`config.mk`:
```
export PLATFORM = sky130hd
export DESIGN_NAME = phy_link_monitor
export DESIGN_NICKNAME = d
export VERILOG_FILES = /design/src/rtl/phy_link_monitor.sv
export SDC_FILE = /design/constraint.sdc
export NUM_CORES = 1
export LEC_CHECK = 0
export ABC_AREA = 1
export CAP_MARGIN = 20
export CORE_MARGIN = 1
export CORE_UTILIZATION = 45
export DETAILED_ROUTE_END_ITERATION = 10
export GPL_TIMING_DRIVEN = 0
export PLACE_DENSITY = 0.8
export SYNTH_ARGS = -nofsm -noshare
export SYNTH_HDL_FRONTEND = slang
export SYNTH_SLANG_ARGS = --single-unit
```
`constraint.sdc`:
```
create_clock -name i_clk -period 2.2 [get_ports i_clk]
set_input_delay 0.44 -clock i_clk [delete_from_list [all_inputs] [get_ports i_clk]]
set_output_delay 0.44 -clock i_clk [all_outputs]
set_load 0.03 [all_outputs]
```
`src/rtl/phy_link_monitor.sv`:
```
// Periodically reads a PHY status register and publishes link, speed and duplex.
// Define PHY_AN_RESTART_EN to enable autonegotiation-restart writes to register 0.
module phy_link_monitor #(
    parameter int unsigned POLL_CYCLES    = 1000000,
    parameter logic [4:0]  SPEC_REG       = 5'd17,
    parameter int unsigned TIMEOUT_CYCLES = 4096
) (
    input  logic        i_clk,
    input  logic        i_rst,
    output logic [4:0]  o_phy_addr,
    output logic [31:0] o_phy_wr_data,
    output logic        o_phy_rdwn,
    output logic        o_phy_request,
    input  logic        i_phy_done,
    input  logic [31:0] i_phy_rd_data,
    input  logic        i_an_restart,
    output logic        o_link_up,
    output logic [1:0]  o_speed,
    output logic        o_full_duplex,
    output logic        o_status_chg,
    output logic        o_timeout_err
);

    localparam int POLL_W = $clog2(POLL_CYCLES);
    localparam int WAIT_W = $clog2(TIMEOUT_CYCLES);
    localparam logic [POLL_W-1:0] POLL_LAST = POLL_W'(POLL_CYCLES - 1);
    localparam logic [WAIT_W-1:0] WAIT_LAST = WAIT_W'(TIMEOUT_CYCLES - 1);

    localparam logic [2:0] IDLE    = 3'd0;
    localparam logic [2:0] RD_REQ  = 3'd1;
    localparam logic [2:0] RD_WAIT = 3'd2;
    localparam logic [2:0] DECODE  = 3'd3;
    localparam logic [2:0] WR_REQ  = 3'd4;
    localparam logic [2:0] WR_WAIT = 3'd5;

    logic [2:0]        state_reg;
    logic [POLL_W-1:0] poll_cnt_reg;
    logic [WAIT_W-1:0] wait_cnt_reg;
    logic [15:0]       rd_data_reg;
    logic [4:0]        addr_reg;
    logic [31:0]       wr_data_reg;
    logic              rdwn_reg;
    logic              request_reg;
    logic              link_up_reg;
    logic [1:0]        speed_reg;
    logic              duplex_reg;
    logic              status_chg_reg;
    logic              timeout_err_reg;

    logic              link_next;
    logic [1:0]        speed_next;
    logic              duplex_next;

`ifdef PHY_AN_RESTART_EN
    localparam logic [31:0] AN_RESTART_DATA = 32'h0000_1340;
    logic an_pending_reg;
    logic unused_inputs;
    assign unused_inputs = ^i_phy_rd_data[31:16];
`else
    logic unused_inputs;
    assign unused_inputs = ^{i_phy_rd_data[31:16], i_an_restart};
`endif

    // Speed code 11 is reserved and reported as link down; speed/duplex keep their last good values.
    always_comb begin
        link_next   = rd_data_reg[10] && (rd_data_reg[15:14] != 2'b11);
        speed_next  = link_next ? rd_data_reg[15:14] : speed_reg;
        duplex_next = link_next ? rd_data_reg[13] : duplex_reg;
    end

    always_ff @(posedge i_clk) begin
        if (i_rst) begin
            state_reg       <= IDLE;
            poll_cnt_reg    <= '0;
            wait_cnt_reg    <= '0;
            rd_data_reg     <= '0;
            addr_reg        <= '0;
            wr_data_reg     <= '0;
            rdwn_reg        <= 1'b0;
            request_reg     <= 1'b0;
            link_up_reg     <= 1'b0;
            speed_reg       <= 2'b00;
            duplex_reg      <= 1'b0;
            status_chg_reg  <= 1'b0;
            timeout_err_reg <= 1'b0;
`ifdef PHY_AN_RESTART_EN
            an_pending_reg  <= 1'b0;
`endif
        end else begin
            request_reg     <= 1'b0;
            status_chg_reg  <= 1'b0;
            timeout_err_reg <= 1'b0;
`ifdef PHY_AN_RESTART_EN
            if (i_an_restart) begin
                an_pending_reg <= 1'b1;
            end
`endif
            case (state_reg)
                IDLE: begin
`ifdef PHY_AN_RESTART_EN
                    if (an_pending_reg) begin
                        state_reg      <= WR_REQ;
                        request_reg    <= 1'b1;
                        rdwn_reg       <= 1'b0;
                        addr_reg       <= 5'd0;
                        wr_data_reg    <= AN_RESTART_DATA;
                        wait_cnt_reg   <= '0;
                        poll_cnt_reg   <= '0;
                        an_pending_reg <= i_an_restart;
                    end else
`endif
                    if (poll_cnt_reg == POLL_LAST) begin
                        state_reg    <= RD_REQ;
                        request_reg  <= 1'b1;
                        rdwn_reg     <= 1'b1;
                        addr_reg     <= SPEC_REG;
                        wr_data_reg  <= '0;
                        wait_cnt_reg <= '0;
                        poll_cnt_reg <= '0;
                    end else begin
                        poll_cnt_reg <= poll_cnt_reg + POLL_W'(1);
                    end
                end
                // The wait counter starts at the request cycle, so a timeout fires TIMEOUT_CYCLES after it.
                RD_REQ: begin
                    state_reg    <= RD_WAIT;
                    wait_cnt_reg <= wait_cnt_reg + WAIT_W'(1);
                end
                RD_WAIT: begin
                    if (i_phy_done) begin
                        rd_data_reg <= i_phy_rd_data[15:0];
                        state_reg   <= DECODE;
                    end else if (wait_cnt_reg == WAIT_LAST) begin
                        timeout_err_reg <= 1'b1;
                        link_up_reg     <= 1'b0;
                        status_chg_reg  <= link_up_reg;
                        poll_cnt_reg    <= '0;
                        state_reg       <= IDLE;
                    end else begin
                        wait_cnt_reg <= wait_cnt_reg + WAIT_W'(1);
                    end
                end
                DECODE: begin
                    link_up_reg    <= link_next;
                    speed_reg      <= speed_next;
                    duplex_reg     <= duplex_next;
                    status_chg_reg <= (link_next != link_up_reg) || (speed_next != speed_reg)
                                      || (duplex_next != duplex_reg);
                    poll_cnt_reg   <= '0;
                    state_reg      <= IDLE;
                end
`ifdef PHY_AN_RESTART_EN
                WR_REQ: begin
                    state_reg    <= WR_WAIT;
                    wait_cnt_reg <= wait_cnt_reg + WAIT_W'(1);
                end
                WR_WAIT: begin
                    if (i_phy_done) begin
                        poll_cnt_reg <= '0;
                        state_reg    <= IDLE;
                    end else if (wait_cnt_reg == WAIT_LAST) begin
                        timeout_err_reg <= 1'b1;
                        poll_cnt_reg    <= '0;
                        state_reg       <= IDLE;
                    end else begin
                        wait_cnt_reg <= wait_cnt_reg + WAIT_W'(1);
                    end
                end
`else
                WR_REQ:  state_reg <= IDLE;
                WR_WAIT: state_reg <= IDLE;
`endif
                default: state_reg <= IDLE;
            endcase
        end
    end

    assign o_phy_addr    = addr_reg;
    assign o_phy_wr_data = wr_data_reg;
    assign o_phy_rdwn    = rdwn_reg;
    assign o_phy_request = request_reg;
    assign o_link_up     = link_up_reg;
    assign o_speed       = speed_reg;
    assign o_full_duplex = duplex_reg;
    assign o_status_chg  = status_chg_reg;
    assign o_timeout_err = timeout_err_reg;

endmodule

```
==> impl_metrics.csv <==
group,metric,value,unit
final_layout,area_delta_synth_final,15.3,%
clock_tree,clockBufferDepth,2,
clock_tree,cts_tree,"yes",
clock_tree,cts_root_buf,"clkbuf_8",
timing,timing_worst_slew_pin_value,0.587,ns
placed_design,portBuffers,16,
setup_path,path_class,"reg2reg",
timing,hold_viol_final,0,
setup_path,crit_start,"wait_cnt_reg[0]",
synth,yosysUniqueCellTypes,43,
clock_tree,htreeDepth,2,
power_and_ir_drop,power_leakage,1.50,nW
route,drt_iter0_drc,180,
final_layout,num_antenna_cells,0,
floorplan,dieWidth,85.3,um
worst_hold_path,hp-class,"reg2reg",
route,viasPerCell,4.95,
final_layout,final_nets,582,
setup_path,crit_path_start_kind,"register",
synth,yosysSeqAreaShare,0.295,
power_and_ir_drop,total_power,2.87,mW
floorplan,dieArea,0.00727,mm^2
timing,clock-skew-final,0.00685,ns
global_routing,grt_pass1_wl,12200,um
route,wire_per_inst,11.6,um
synth,synth_top_area_cell,"dfxtp_1",
floorplan,start_util,0.478,
synth,synth_edf_count,0,
outcome,status,"finished, final reports clean",
synth,async_reset_ff_frac,0,
timing,setup_viol,0,
floorplan,io_pins,81,
setup_path,critPathCapture,"poll_cnt_reg[10]",
setup_path,crit_required,2.40,ns
global_routing,overflow,0,
synth,syn_inst,482,
placed_design,hpwlAfterDp,5450,um
setup_path,cp-end-kind,"register",
timing,period_minus_slack,2.00,ns
setup_path,cp_max_fo,7,
route,ant_nets,0,
synth,synth_top_area_frac,0.295,
global_routing,first_global_vias,2823,
synth,synth_common_cells,"nand2_1 (103), nor2_1 (82), inv_1 (47)",
setup_path,arrival,2.20,ns
global_routing,antenna_found_initial,0,
route,route.detailed.drc,0,
final_layout,largest_reg_flops,20,
power_and_ir_drop,vdd_drop_max,716,uV
final_layout,drive_gt1_frac,0.143,
power_and_ir_drop,power_density,797,mW/mm^2
timing,rsz0062_at_grt,"no",
synth,synthesis.area,0.00312,mm^2
floorplan,rows,29,
flow_run,maxCapViolCount,0,
synth,synthFlopType,"dfxtp_1",
setup_path,timing.rr.start,"wait_cnt_reg[0]",
route,routed_wl,7160,um
timing,final-max-slew-violation-count,0,
timing,setup_tns,0,ns
timing,fmax,499,MHz
route,firstDrtPassIters,5,
synth,synth_seq_cells,46,
setup_path,worst_r2r_path_depth,10,
final_layout,utilization,0.551,
clock_tree,cts_buffers,5,
clock_tree,clk_pin_slew_worst_paths,0.09,ns
final_layout,fillers,635,
setup_path,r2r_end,"poll_cnt_reg[10]",
synth,syn_area_per_cell,6.47,um^2
route,via_count,3055,
setup_path,rrSetupSlack,0.20,ns
timing,finalCritPeriodShare,0.910,
placed_design,gp_congestion,0.962,
clock_tree,cts_sinks,46,
clock_tree,clock_latency,0.30,ns
timing,holdWs,0.498,ns
floorplan,fp.dieH,85.3,um
timing,max-slew-margin-rel,0.609,
global_routing,grt_max_degree,14,
floorplan,core_area,0.00653,mm^2
synth,synth_warnings,0,
global_routing,grt_use_total,0.207,
synth,post-synth-top-count-cell,"nand2_1",
synth,synth_area_leaders,"dfxtp_1 (30%), nand2_1 (12%), nor2_1 (9.9%)",
placed cells by master (no fill, tap or decap), drive strengths merged, types with 11 or more instances in the layout:
| cell | instances |
|---|---|
| clkdlybuf4s50 | 16 |
| dfxtp | 46 |
| nor2 | 86 |
| clkbuf | 11 |
| o21ai | 17 |
| inv | 49 |
| nand3 | 46 |
| conb | 35 |
| a21oi | 32 |
| buf | 45 |
| nand4 | 11 |
| nand2 | 111 |
cell type report:
cell class | count | area (um^2) | area share
buffer | 49 | 369 | 0.103
clock buffer | 7 | 86.3 | 0.0240
inverter | 50 | 193 | 0.0536
sequential | 46 | 922 | 0.256
tap | 77 | 96.3 | 0.0268
clock inverter | 1 | 5.00 | 0.00139
timing repair buffer | 16 | 160 | 0.0445
multi-input combinational | 371 | 1760 | 0.491
worst min-delay path by stage:
stage / cells past startpoint / start / slack (ns) / endpoint
after floorplan: 2 / wait_cnt_reg[11] / 0.46 / wait_cnt_reg[11]
after global placement: 2 / wait_cnt_reg[11] / 0.48 / wait_cnt_reg[11]
after detailed placement: 2 / poll_cnt_reg[0] / 0.49 / poll_cnt_reg[0]
after CTS: 2 / poll_cnt_reg[0] / 0.50 / poll_cnt_reg[0]
after global routing: 2 / wait_cnt_reg[11] / 0.51 / wait_cnt_reg[11]
final: 2 / poll_cnt_reg[0] / 0.50 / poll_cnt_reg[0]
cell families after synthesis:
family / count (synthesis) / synth area share
and+or+nand+nor: 268 / 0.381
buffers and inverters: 99 / 0.180
AOI/OAI and AO/OA: 56 / 0.100
DFF: 46 / 0.295
adders and majority gates: 7 / 0.0281
xor gates and xnor gates: 4 / 0.0112
other: 1 / 0.00120
muxes: 1 / 0.00321
power breakdown:
part / leakage, nW / switching (mW) / internal [mW]
clock network: 0.0482 / 0.289 / 0.254
logic: 1.08 / 0.882 / 0.464
registers: 0.372 / 0.0752 / 0.904
total: 1.50 / 1.25 / 1.62
metal layers:
layer / wire [um] / share of wire / vias to the layer above / track usage
met5: 0 / 0 / - / 0
met4: 157 / 0.022 / 0 / 0.0773
met3: 304 / 0.042 / 15 / 0.0282
met2: 3620 / 0.51 / 94 / 0.371
met1: 3080 / 0.43 / 1362 / 0.251
li1: - / - / 1584 / -
repair_timing:
item | CTS | global route
resized for setup | 0 | 1
setup buffers | 0 | 0
hold buffers | 0 | 0
endpoints found under the setup margin | 0 | 16
hold endpoints to repair | 0 | 0
critical path, stage by stage (launching register included):
cell and delay, ns:
dfxtp_1 0.45, ha_1 0.33, nand2_2 0.13, nor2_4 0.14, nand3_2 0.10, nand2_2 0.12, nand2_4 0.10, inv_6 0.11
nand2_2 0.15, nand2_2 0.20, nor2_1 0.07
through the flow:
| stage | setup WS (ns) | cell area (um^2) | cells |
|---|---|---|---|
| 2_1_floorplan | 0.469 | 3250 | 516 |
| 3_3_place_gp | 0.0457 | 3500 | 609 |
| 3_5_place_dp | 0.0136 | 3500 | 609 |
| 4_1_cts | 0.0840 | 3590 | 617 |
| 5_1_grt | 0.0178 | 3600 | 617 |
| 6_report | 0.198 | 3600 | 617 |
Power figures use the tool's default switching activity.
